### config.mk
export PLATFORM = sky130hd
export DESIGN_NAME = pipeline_ctrl
export DESIGN_NICKNAME = d
export VERILOG_FILES = /design/src/rtl/pipeline_ctrl.sv
export SDC_FILE = /design/constraint.sdc
export NUM_CORES = 1
export LEC_CHECK = 0
export ABC_AREA = 1
export CORE_MARGIN = 2
export CORE_UTILIZATION = 25
export CTS_BUF_LIST = sky130_fd_sc_hd__clkbuf_4 sky130_fd_sc_hd__clkbuf_8 sky130_fd_sc_hd__clkbuf_16
export CTS_CLUSTER_SIZE = 10
export DETAILED_ROUTE_END_ITERATION = 12
export GPL_ROUTABILITY_DRIVEN = 1
export HOLD_SLACK_MARGIN = 0.05
export PLACE_DENSITY = 0.59
export SLEW_MARGIN = 40
export SYNTH_ARGS = -nofsm -noshare
export SYNTH_HDL_FRONTEND = slang
export SYNTH_SLANG_ARGS = --single-unit
### constraint.sdc
create_clock -name i_pctl_clk -period 4.3 [get_ports i_pctl_clk]
set_input_delay 0.43 -clock i_pctl_clk [delete_from_list [all_inputs] [get_ports i_pctl_clk]]
set_output_delay 0.43 -clock i_pctl_clk [all_outputs]
set_load 0.01 [all_outputs]
### src/rtl/pipeline_ctrl.sv
// Hazard/stall sequencer for the 5-stage pipeline: load-use, branch flush,
// mul/div occupancy and data-memory wait states, plus a saturating stall counter.
module pipeline_ctrl #(
  parameter int unsigned MD_CYCLES = 4,
  parameter int unsigned CNT_W     = 16
) (
  input  logic             i_pctl_clk,
  input  logic             i_pctl_rst_n,
  input  logic             i_pctl_id_valid,
  input  logic [4:0]       i_pctl_id_rs,
  input  logic [4:0]       i_pctl_id_rt,
  input  logic             i_pctl_ex_memread,
  input  logic [4:0]       i_pctl_ex_rt,
  input  logic             i_pctl_ex_branch_taken,
  input  logic             i_pctl_ex_muldiv_start,
  input  logic             i_pctl_mem_req,
  input  logic             i_pctl_mem_ready,
  input  logic             i_pctl_cnt_clr,
  output logic             o_pctl_pc_en,
  output logic             o_pctl_ifid_en,
  output logic             o_pctl_ifid_flush,
  output logic             o_pctl_idex_en,
  output logic             o_pctl_idex_bubble,
  output logic             o_pctl_exmem_en,
  output logic             o_pctl_exmem_bubble,
  output logic             o_pctl_memwb_bubble,
  output logic             o_pctl_muldiv_done,
  output logic [1:0]       o_pctl_state,
  output logic [CNT_W-1:0] o_pctl_stall_cnt
);

  localparam int unsigned MdW = (MD_CYCLES > 2) ? $clog2(MD_CYCLES) : 1;
  localparam logic [MdW-1:0] MdLoad = MdW'(MD_CYCLES - 1);

  typedef enum logic [1:0] {
    StRun     = 2'b00,
    StMulDiv  = 2'b01,
    StMemWait = 2'b10,
    StIllegal = 2'b11
  } state_e;

  state_e           state_q;
  logic [MdW-1:0]   md_cnt_q;
  logic [CNT_W-1:0] stall_cnt_q;

  logic mem_stall;
  logic md_busy;
  logic md_done;
  logic load_use;

  assign mem_stall = i_pctl_mem_req & ~i_pctl_mem_ready;
  assign md_busy   = ((state_q == StRun) & i_pctl_ex_muldiv_start) |
                     ((state_q == StMulDiv) & (md_cnt_q != '0));
  assign md_done   = (state_q == StMulDiv) & (md_cnt_q == '0);
  assign load_use  = i_pctl_ex_memread & (i_pctl_ex_rt != 5'd0) & i_pctl_id_valid &
                     ((i_pctl_ex_rt == i_pctl_id_rs) | (i_pctl_ex_rt == i_pctl_id_rt));

  // Priority-ordered hazard resolution; the first matching case owns the outputs.
  always_comb begin
    o_pctl_pc_en        = 1'b1;
    o_pctl_ifid_en      = 1'b1;
    o_pctl_ifid_flush   = 1'b0;
    o_pctl_idex_en      = 1'b1;
    o_pctl_idex_bubble  = 1'b0;
    o_pctl_exmem_en     = 1'b1;
    o_pctl_exmem_bubble = 1'b0;
    o_pctl_memwb_bubble = 1'b0;
    o_pctl_muldiv_done  = 1'b0;
    if (!i_pctl_rst_n) begin
      o_pctl_pc_en        = 1'b0;
      o_pctl_ifid_en      = 1'b0;
      o_pctl_idex_en      = 1'b0;
      o_pctl_exmem_en     = 1'b0;
      o_pctl_ifid_flush   = 1'b1;
      o_pctl_idex_bubble  = 1'b1;
      o_pctl_exmem_bubble = 1'b1;
      o_pctl_memwb_bubble = 1'b1;
    end else if (mem_stall) begin
      o_pctl_pc_en        = 1'b0;
      o_pctl_ifid_en      = 1'b0;
      o_pctl_idex_en      = 1'b0;
      o_pctl_exmem_en     = 1'b0;
      o_pctl_memwb_bubble = 1'b1;
    end else if (md_busy) begin
      o_pctl_pc_en        = 1'b0;
      o_pctl_ifid_en      = 1'b0;
      o_pctl_idex_en      = 1'b0;
      o_pctl_exmem_bubble = 1'b1;
    end else if (md_done) begin
      o_pctl_muldiv_done  = 1'b1;
    end else if (i_pctl_ex_branch_taken) begin
      // PC loads the branch target; a concurrent load-use hit is moot.
      o_pctl_ifid_flush   = 1'b1;
      o_pctl_idex_bubble  = 1'b1;
    end else if (load_use) begin
      o_pctl_pc_en        = 1'b0;
      o_pctl_ifid_en      = 1'b0;
      o_pctl_idex_bubble  = 1'b1;
    end
  end

  always_ff @(posedge i_pctl_clk or negedge i_pctl_rst_n) begin
    if (!i_pctl_rst_n) begin
      state_q  <= StRun;
      md_cnt_q <= '0;
    end else begin
      unique case (state_q)
        StRun: begin
          if (mem_stall) begin
            state_q <= StMemWait;
          end else if (i_pctl_ex_muldiv_start) begin
            state_q  <= StMulDiv;
            md_cnt_q <= MdLoad;
          end
        end
        StMulDiv: begin
          // The unit keeps computing under a memory stall; only the release waits.
          if (md_cnt_q != '0) begin
            md_cnt_q <= md_cnt_q - 1'b1;
          end else if (!mem_stall) begin
            state_q <= StRun;
          end
        end
        StMemWait: begin
          if (i_pctl_mem_ready || !i_pctl_mem_req) begin
            state_q <= StRun;
          end
        end
        default: begin
          state_q  <= StRun;
          md_cnt_q <= '0;
        end
      endcase
    end
  end

  always_ff @(posedge i_pctl_clk or negedge i_pctl_rst_n) begin
    if (!i_pctl_rst_n) begin
      stall_cnt_q <= '0;
    end else if (i_pctl_cnt_clr) begin
      stall_cnt_q <= '0;
    end else if (!o_pctl_pc_en && (stall_cnt_q != {CNT_W{1'b1}})) begin
      stall_cnt_q <= stall_cnt_q + 1'b1;
    end
  end

  assign o_pctl_state     = state_q;
  assign o_pctl_stall_cnt = stall_cnt_q;

endmodule

==> qor.csv, run 1 <==
metric,value,unit
synthArstFlopShare,100,%
hpwl,3.21,mm
crit_type,in2out,
worstPathArrival,2.31,ns
synth_top_area_share,30.2,%
startpoint_type,input port,
yosys-top-cells-count,"69 x nand2_1, 40 x inv_1, 30 x nand3_1",
slew_viol_final,0,
maxCapViolations,0,
cts_hold_repair.buffers,0,
viasPerCell,4.49,
synth_top_cell_by_area,dfrtp_1,
crit_fanout,18,
post_cts_resized,0,
dr.pass1.iters,4,
rsz0062_at_grt,false,
drive_gt1_share,6.02,%
yosysUniqueCellTypes,26,
synth.area.top_cells,"dfrtp_1 30%, nand2_1 16%, inv_1 9.1%",
synth_enable_flop_cells,0,
gr-total-overflow,0,
final_hold_viol_count,0,
netlist_area,0.00166,sq mm
r2r_end,o_pctl_stall_cnt[9],
syn_to_final_growth,34.9,%
grt_max_degree,33,
worstMarginPinSlew,0.700,ns
post-cts-setup-buffers,0,
gr-usage-all-layers,12.2,%
root_buffer,clkbuf_8,
ys.flop_type,dfrtp_1,
critPathCaptureType,primary output,
peakVddDrop,0.0000947,V
cts_tree,built,
antennaDiodeCount,0,
drt-met1-wl,1.90,mm
final.setup.tns,0,ns
nNetsFinal,327,
gp_congestion,0.801,
start_util,25.9,%
hold_path_depth,2,
min_path_type,reg2reg,
clk_pin_slew,0.07,ns
routedWlPerCell,11.3,um
pre_cts_ws,1.54,ns
syn-num-nets,279,
num_rows,29,
holdPathEnd,md_cnt_q[0],
rr_startpoint,o_pctl_stall_cnt[0],
layout_setup_ws,1.56,ns
min_period_over_period,63.8,%
yosys_warnings,0,
yosysMostFrequentCell,nand2_1,
detail_route.drc_violations,0,
die_w,85.4,um
relSlewSlack,53.3,%
clk_path_buf_depth,2,
antenna_found_initial,0,
ant_nets,0,
drt-initial-drc-count,100,
grt_pass1_wl,7.37,mm
grt_pass1_vias,1658,
r2r_setup_slack,2.03,ns
drt-total-wl,4.24,mm
r2r_cells,8,
leakagePower,1.15,nW
top_layer,met4,
vias,1690,
power_density,279,mW/mm^2
io_pins,51,
die_h,85.4,um
required,3.87,ns
core_area,0.00639,sq mm
synth-seq-area-share,30.2,%
worstHoldStart,md_cnt_q[0],
synth-seq-cells,20,
dr_wl_met2,2.17,mm
synth.avg_cell_area,6.54,sq um
wl_met3,130,um
port_buffers,50,
worstSkewPairLatency,0.26,ns
period_needed,2.74,ns
fin_skew,0.00762,ns
cts_sinks,20,
status,finished clean,
cts.htree.levels,1,
fmax,0.365,GHz
dieArea,0.00729,sq mm
syn_inst,253,
cts_buffers,3,
setup_viol,0,
## report_power, final
group,switching (mW),total (mW),internal (mW)
logic,0.150,0.269,0.119
registers,0.0228,0.234,0.211
clock network,0.0578,0.120,0.0623
total,0.230,0.623,0.393
## stage by stage
stage	utilization [%]	std cells	hold slack (ns)	area, sq um	total power [mW]
finish	35.0	376	0.489	2230	0.623
global route	35.0	376	0.516	2230	0.673
global placement	34.3	373	0.471	2190	0.506
CTS	35.0	376	0.491	2230	0.633
floorplan	-	253	0.134	1660	0.403
detailed placement	34.3	373	0.473	2190	0.507
## how the worst max path moves through the flow
stage | from | end | cells after the start
floorplan | i_pctl_mem_req | o_pctl_pc_en | 9
global placement | i_pctl_ex_rt[4] | o_pctl_ifid_en | 11
detailed placement | i_pctl_rst_n | o_pctl_ifid_en | 8
CTS | i_pctl_rst_n | o_pctl_ifid_en | 8
global route | i_pctl_ex_rt[0] | o_pctl_ifid_en | 11
finish | i_pctl_rst_n | o_pctl_ifid_en | 8
## cell type report
type,instances,area [sq um]
sequential,20,500
clock buffer,3,41.3
timing repair buffer,51,508
tap,77,96.3
multi-input combinational,177,907
fill,700,4150
inverter,48,180
## logic make-up (layout without fill, tap and decap cells)
kind of cell	count (synthesis)	in the layout	synth area share, %
flip-flops	20	20	30.2
buffers and inverters	56	102	15.0
AO/OA/AOI/OAI	9	9	3.10
adder cells (fa/ha/maj)	2	2	1.51
XOR/XNOR	15	15	7.94
AND/OR/NAND/NOR	151	151	42.3
## worst max-delay path, cell delays in order
cell and delay (ns):
clkdlybuf4s50_1 0.51, inv_1 0.06, nor2_1 0.13, inv_1 0.08, nor2_1 0.23, nand2_4 0.20, inv_1 0.12, clkdlybuf4s50_1 0.54
## registers in the layout (all words and copies together) (netlist names)
signal	count
o_pctl_stall_cnt	16
md_cnt_q	2
o_pctl_state	2
## routing by layer
metal	GRT usage, %	up-vias
met4	3.32	0
li1	-	891
met3	1.17	5
met5	0	-
met2	22.1	32
met1	15.4	762
## cell usage in the layout, fill, tap and decap left out
cell type / Yosys / routed
or3_1: 1 / 1
or2_1: 1 / 1
nand2_4: 1 / 1
nand2_1: 69 / 69
nor3_1: 5 / 5
o21ai_0: 6 / 6
nand2_8: 1 / 1
nand3_1: 30 / 30
inv_2: 8 / 9
clkbuf_8: 0 / 3
nor2_1: 22 / 22
nor2_2: 1 / 1
o21bai_1: 1 / 1
a32oi_1: 1 / 1
nor3_2: 2 / 2
nand4_1: 18 / 18
buf_4: 1 / 1
xnor2_1: 3 / 3
ha_1: 2 / 2
dfrtp_1: 20 / 20
xor2_1: 12 / 12
inv_1: 40 / 39
clkdlybuf4s50_1: 0 / 50
a21oi_1: 1 / 1
Note: power is estimated with default switching activity, not from simulation.
==> inputs of run 2 (changes only) <==
--- a/config.mk
+++ b/config.mk
@@ -13,7 +13,7 @@
 export DETAILED_ROUTE_END_ITERATION = 12
 export GPL_ROUTABILITY_DRIVEN = 1
 export HOLD_SLACK_MARGIN = 0.05
-export PLACE_DENSITY = 0.59
+export PLACE_DENSITY = 0.61
 export SLEW_MARGIN = 40
 export SYNTH_ARGS = -nofsm -noshare
 export SYNTH_HDL_FRONTEND = slang
==> constraint.sdc (replaced) <==
create_clock -name i_pctl_clk -period 2.23 [get_ports i_pctl_clk]
set_input_delay 0.223 -clock i_pctl_clk [delete_from_list [all_inputs] [get_ports i_pctl_clk]]
set_output_delay 0.223 -clock i_pctl_clk [all_outputs]
set_load 0.01 [all_outputs]
==> qor.csv, run 2 (synthesis gave the netlist of run 1 again) <==
metric,value,unit
cts_buffers,3,
cpMaxStageDelayCell,clkdlybuf4s50_1,
rr_startpoint,o_pctl_stall_cnt[0],
startpoint_type,register,
gp_congestion,0.815,
peakVddDrop,0.000235,V
io_pins,51,
grt_max_degree,33,
antenna_found_initial,0,
dieArea,0.00729,sq mm
grt_pass1_wl,7.59,mm
relSlewSlack,78.9,%
num_rows,29,
drt-total-wl,4.35,mm
cpMostUsedCell,nand2_1,
startpoint,md_cnt_q[0],
final_common_cell,nand2_1,
final.setup.tns,0,ns
core_area,0.00639,sq mm
nNetsFinal,337,
cpPeakStageDelay,0.53,ns
swShare,37.4,%
ant_nets,0,
viasPerCell,4.45,
min_period_over_period,94.7,%
start_util,25.9,%
holdWs,0.305,ns
cpLargestDelayFamily,buffers and inverters,
slew_viol_final,0,
cts.htree.levels,1,
rsz0062_at_grt,true,
critPathCaptureType,primary output,
required,2.01,ns
status,finished clean,
fillers,702,
cts_tree,built,
routedWlPerCell,11.3,um
worstMarginPinSlew,0.314,ns
final_cell_mix,"68 x nand2_1, 46 x clkdlybuf4s50_1, 40 x inv_1, 30 x nand3_1",
gr-total-overflow,0,
leakagePower,1.24,nW
drive_gt1_share,10.0,%
dr.pass1.iters,4,
min_path_type,in2async,
port_buffers,50,
root_buffer,clkbuf_8,
path_cells,inv_1 -> ha_1 -> or2_1 -> nand2_2 -> nand2_1 -> nand2_1 -> clkdlybuf4s50_1,
worstSetupEndpoint,o_pctl_exmem_bubble,
r2r_end,o_pctl_stall_cnt[15],
power_frac_comb,45.8,%
clk_path_buf_depth,2,
syn_to_final_growth,41.0,%
cts_sinks,20,
r2r_cells,9,
r2r_setup_slack,0.36,ns
crit_fanout,3,
setup_viol,0,
seqPwrFrac,35.4,%
power_density,542,mW/mm^2
maxCapViolations,0,
antennaDiodeCount,0,
power.internal,792,uW
hpwl,3.39,mm
crit_type,reg2out,
detail_route.drc_violations,0,
crit_cells,7,
critPathBufInv,2,
period_needed,2.11,ns
largest_register_ff_count,16,
drt-initial-drc-count,70,
fin_skew,0.00131,ns
power_frac_clock,18.8,%
worstPathArrival,1.89,ns
die_h,85.4,um
die_w,85.4,um
grt_pass1_vias,1718,
vias,1717,
fmax,0.474,GHz
p_sw,473,uW
gr-usage-all-layers,12.6,%
worstSkewPairLatency,0.25,ns
clk_pin_slew,0.07,ns
final_hold_viol_count,0,
cts_hold_repair.buffers,0,
-- run 2: cell count changes in the layout (fill, tap and decap cells not counted) --
cell	delta
buf_4	+10
clkdlybuf4s50_1	-4
dlymetal6s2s_1	+4
nor2_1	-2
inv_1	+1
inv_2	-1
nand2_1	-1
nand2_2	+1
nor2_2	+1
nor2_4	+1
o21ai_0	-1
o21ai_2	+1
-- run 2: what timing repair did --
action	4_1_cts	5_1_grt
buffers inserted	0	1
hold endpoints to repair	0	0
endpoints found under the setup margin	2	5
resized for setup	1	9
pin swaps	0	0
-- run 2: cell type report --
cell class	count	area [sq um]	share of cell area, %
inverters	48	180	7.72
repair buffers	61	593	25.4
multi-input cells	177	923	39.5
well taps	77	96.3	4.13
flip-flops and latches	20	500	21.4
clock buffers	3	41.3	1.77
-- run 2: routing by layer --
metal	vias to the layer above	wire (um)	GRT usage, %
li1	909	-	-
met1	779	2000	15.9
met2	25	2200	22.9
met3	4	115	1.26
met4	0	36	3.03
met5	-	0	0
-- run 2: through the flow --
stage / power, mW / worst slack [ns] / cells / cell area (sq um) / util, %
floorplan: 0.778 / 0.355 / 253 / 1660 / -
global placement: 1.00 / 0.0470 / 382 / 2260 / 35.4
detailed placement: 1.01 / 0.0639 / 382 / 2260 / 35.4
CTS: 1.26 / 0.0280 / 385 / 2300 / 36.1
global route: 1.36 / -0.00425 / 386 / 2330 / 36.6
finish: 1.27 / 0.118 / 386 / 2330 / 36.6
-- run 2: power groups by stage --
stage          Clock [mW]  Sequential [mW]  Combinational (mW)
6_report            0.238            0.447               0.580
5_1_grt             0.257            0.455               0.648
3_5_place_dp            0            0.454               0.558
4_1_cts             0.247            0.448               0.562
3_3_place_gp            0            0.456               0.549
2_1_floorplan           0            0.460               0.318
-- run 2: worst min-delay path by stage --
stage | from | slack [ns] | cells after the start | to
after floorplan | i_pctl_rst_n | -0.07 | 0 | md_cnt_q[0]
after global placement | md_cnt_q[0] | 0.47 | 2 | md_cnt_q[0]
after detailed placement | md_cnt_q[1] | 0.48 | 2 | md_cnt_q[1]
after CTS | i_pctl_rst_n | 0.31 | 2 | o_pctl_stall_cnt[11]
after global routing | i_pctl_rst_n | 0.33 | 2 | o_pctl_stall_cnt[11]
final | i_pctl_rst_n | 0.30 | 2 | o_pctl_stall_cnt[11]
==> inputs of run 3 (changes only) <==
--- a/config.mk
+++ b/config.mk
@@ -13,7 +13,7 @@
 export DETAILED_ROUTE_END_ITERATION = 12
 export GPL_ROUTABILITY_DRIVEN = 1
 export HOLD_SLACK_MARGIN = 0.05
-export PLACE_DENSITY = 0.61
+export PLACE_DENSITY = 0.55
 export SLEW_MARGIN = 40
 export SYNTH_ARGS = -nofsm -noshare
 export SYNTH_HDL_FRONTEND = slang
==> qor.csv, run 3 (synthesis gave the netlist of run 1 again) <==
metric,value,unit
start_util,25.9,%
final_util,37.1,%
peakVddDrop,0.000192,V
dieArea,0.00729,sq mm
viasPerCell,4.45,
setup_viol,0,
drive_gt1_share,11.2,%
leakagePower,1.27,nW
final_cells,390,
detail_route.drc_violations,0,
ff_latch_area,500,sq um
cts_tree,built,
dr.pass1.iters,4,
clk_pin_slew,0.08,ns
final_hold_viol_count,0,
fmax,0.474,GHz
dp.cells,385,
gp_congestion,0.824,
startpoint_type,register,
maxCapViolations,0,
worstMarginPinSlew,0.328,ns
worstPathArrival,1.89,ns
vias,1736,
critPathCaptureType,primary output,
grt_max_degree,33,
die_h,85.4,um
cts.htree.levels,1,
antenna_found_initial,0,
fin_skew,0.0103,ns
min_period_over_period,94.5,%
num_rows,29,
core_area,0.00639,sq mm
r2r_setup_slack,0.33,ns
worstSkewPairLatency,0.27,ns
cts_hold_repair.buffers,0,
slew_viol_final,0,
drt-total-wl,4.60,mm
place_area,0.00228,sq mm
period_needed,2.11,ns
drt-initial-drc-count,60,
gr-total-overflow,0,
crit_fanout,4,
grt_pass1_wl,7.83,mm
min_path_type,in2async,
final_common_cell,nand2_1,
rsz0062_at_grt,false,
hpwl,3.43,mm
gr-usage-all-layers,13.3,%
cts_buffers,3,
final_cell_mix,"68 x nand2_1, 46 x clkdlybuf4s50_1, 40 x inv_1, 30 x nand3_1",
cts_sinks,20,
required,2.01,ns
largest_register_ff_count,16,
fillers,706,
die_w,85.4,um
antennaDiodeCount,0,
root_buffer,clkbuf_8,
status,finished clean,
final.setup.tns,0,ns
final_cell_area,0.00237,sq mm
relSlewSlack,78.0,%
io_pins,51,
syn_to_final_growth,43.2,%
grt_pass1_vias,1701,
power_density,558,mW/mm^2
clk_path_buf_depth,2,
multi_input_area,923,sq um
crit_type,reg2out,
nNetsFinal,340,
port_buffers,50,
ant_nets,0,
routedWlPerCell,11.8,um
run 3: area by class of cell:
cell class / instances / share of cell area [%]
sequential: 20 / 21.1
clock buffer: 4 / 2.32
inverter: 48 / 7.60
multi-input combinational: 177 / 38.9
timing repair buffer: 64 / 26.0
tap: 77 / 4.06
run 3: what timing repair did:
action / CTS / global route
setup endpoints to repair: 3 / 6
gates resized for setup: 2 / 8
buffers inserted: 0 / 1
run 3: path summary, 6_finish.rpt:
path                            depth (start not counted)           startpoint                   end
worst max-delay path                                    8      o_pctl_state[1]     o_pctl_ifid_flush
worst min-delay path                                    2         i_pctl_rst_n  o_pctl_stall_cnt[12]
worst max register to register                          9  o_pctl_stall_cnt[0]   o_pctl_stall_cnt[2]
worst min register to register                          2          md_cnt_q[1]           md_cnt_q[1]
max in group asynchronous                               3         i_pctl_rst_n           md_cnt_q[0]
min in group i_pctl_clk                                 2          md_cnt_q[1]           md_cnt_q[1]
run 3: through the flow:
step | total power, mW | worst slack (ns) | hold slack (ns)
after floorplan | 0.778 | 0.355 | -0.0726
after global placement | 1.02 | 0.00330 | 0.474
after detailed placement | 1.02 | 0.0364 | 0.482
after CTS | 1.32 | 0.0198 | 0.294
after global routing | 1.43 | 0.00735 | 0.288
final | 1.32 | 0.122 | 0.290
run 3: routing by layer:
metal	track usage, %	up-vias	wire (um)
met5	0	-	0
met4	4.33	0	67
met2	22.4	47	2210
met1	17.6	767	2130
met3	1.56	5	186
li1	-	917	-
run 3: worst max-delay path, cell delays in order (launching register included):
cell and delay [ns]:
dfrtp_1 0.38, inv_1 0.08, nand2_1 0.10, inv_2 0.05
nand2_1 0.09, nand3_1 0.12, o21ai_2 0.16, buf_4 0.12
clkdlybuf4s50_1 0.53
run 3: power by group:
group | internal (mW) | leakage (nW) | switching [mW] | total, mW
clock | 0.157 | 0.0288 | 0.125 | 0.282
combinational | 0.272 | 0.970 | 0.321 | 0.593
sequential | 0.407 | 0.270 | 0.0392 | 0.446
total | 0.836 | 1.27 | 0.486 | 1.32
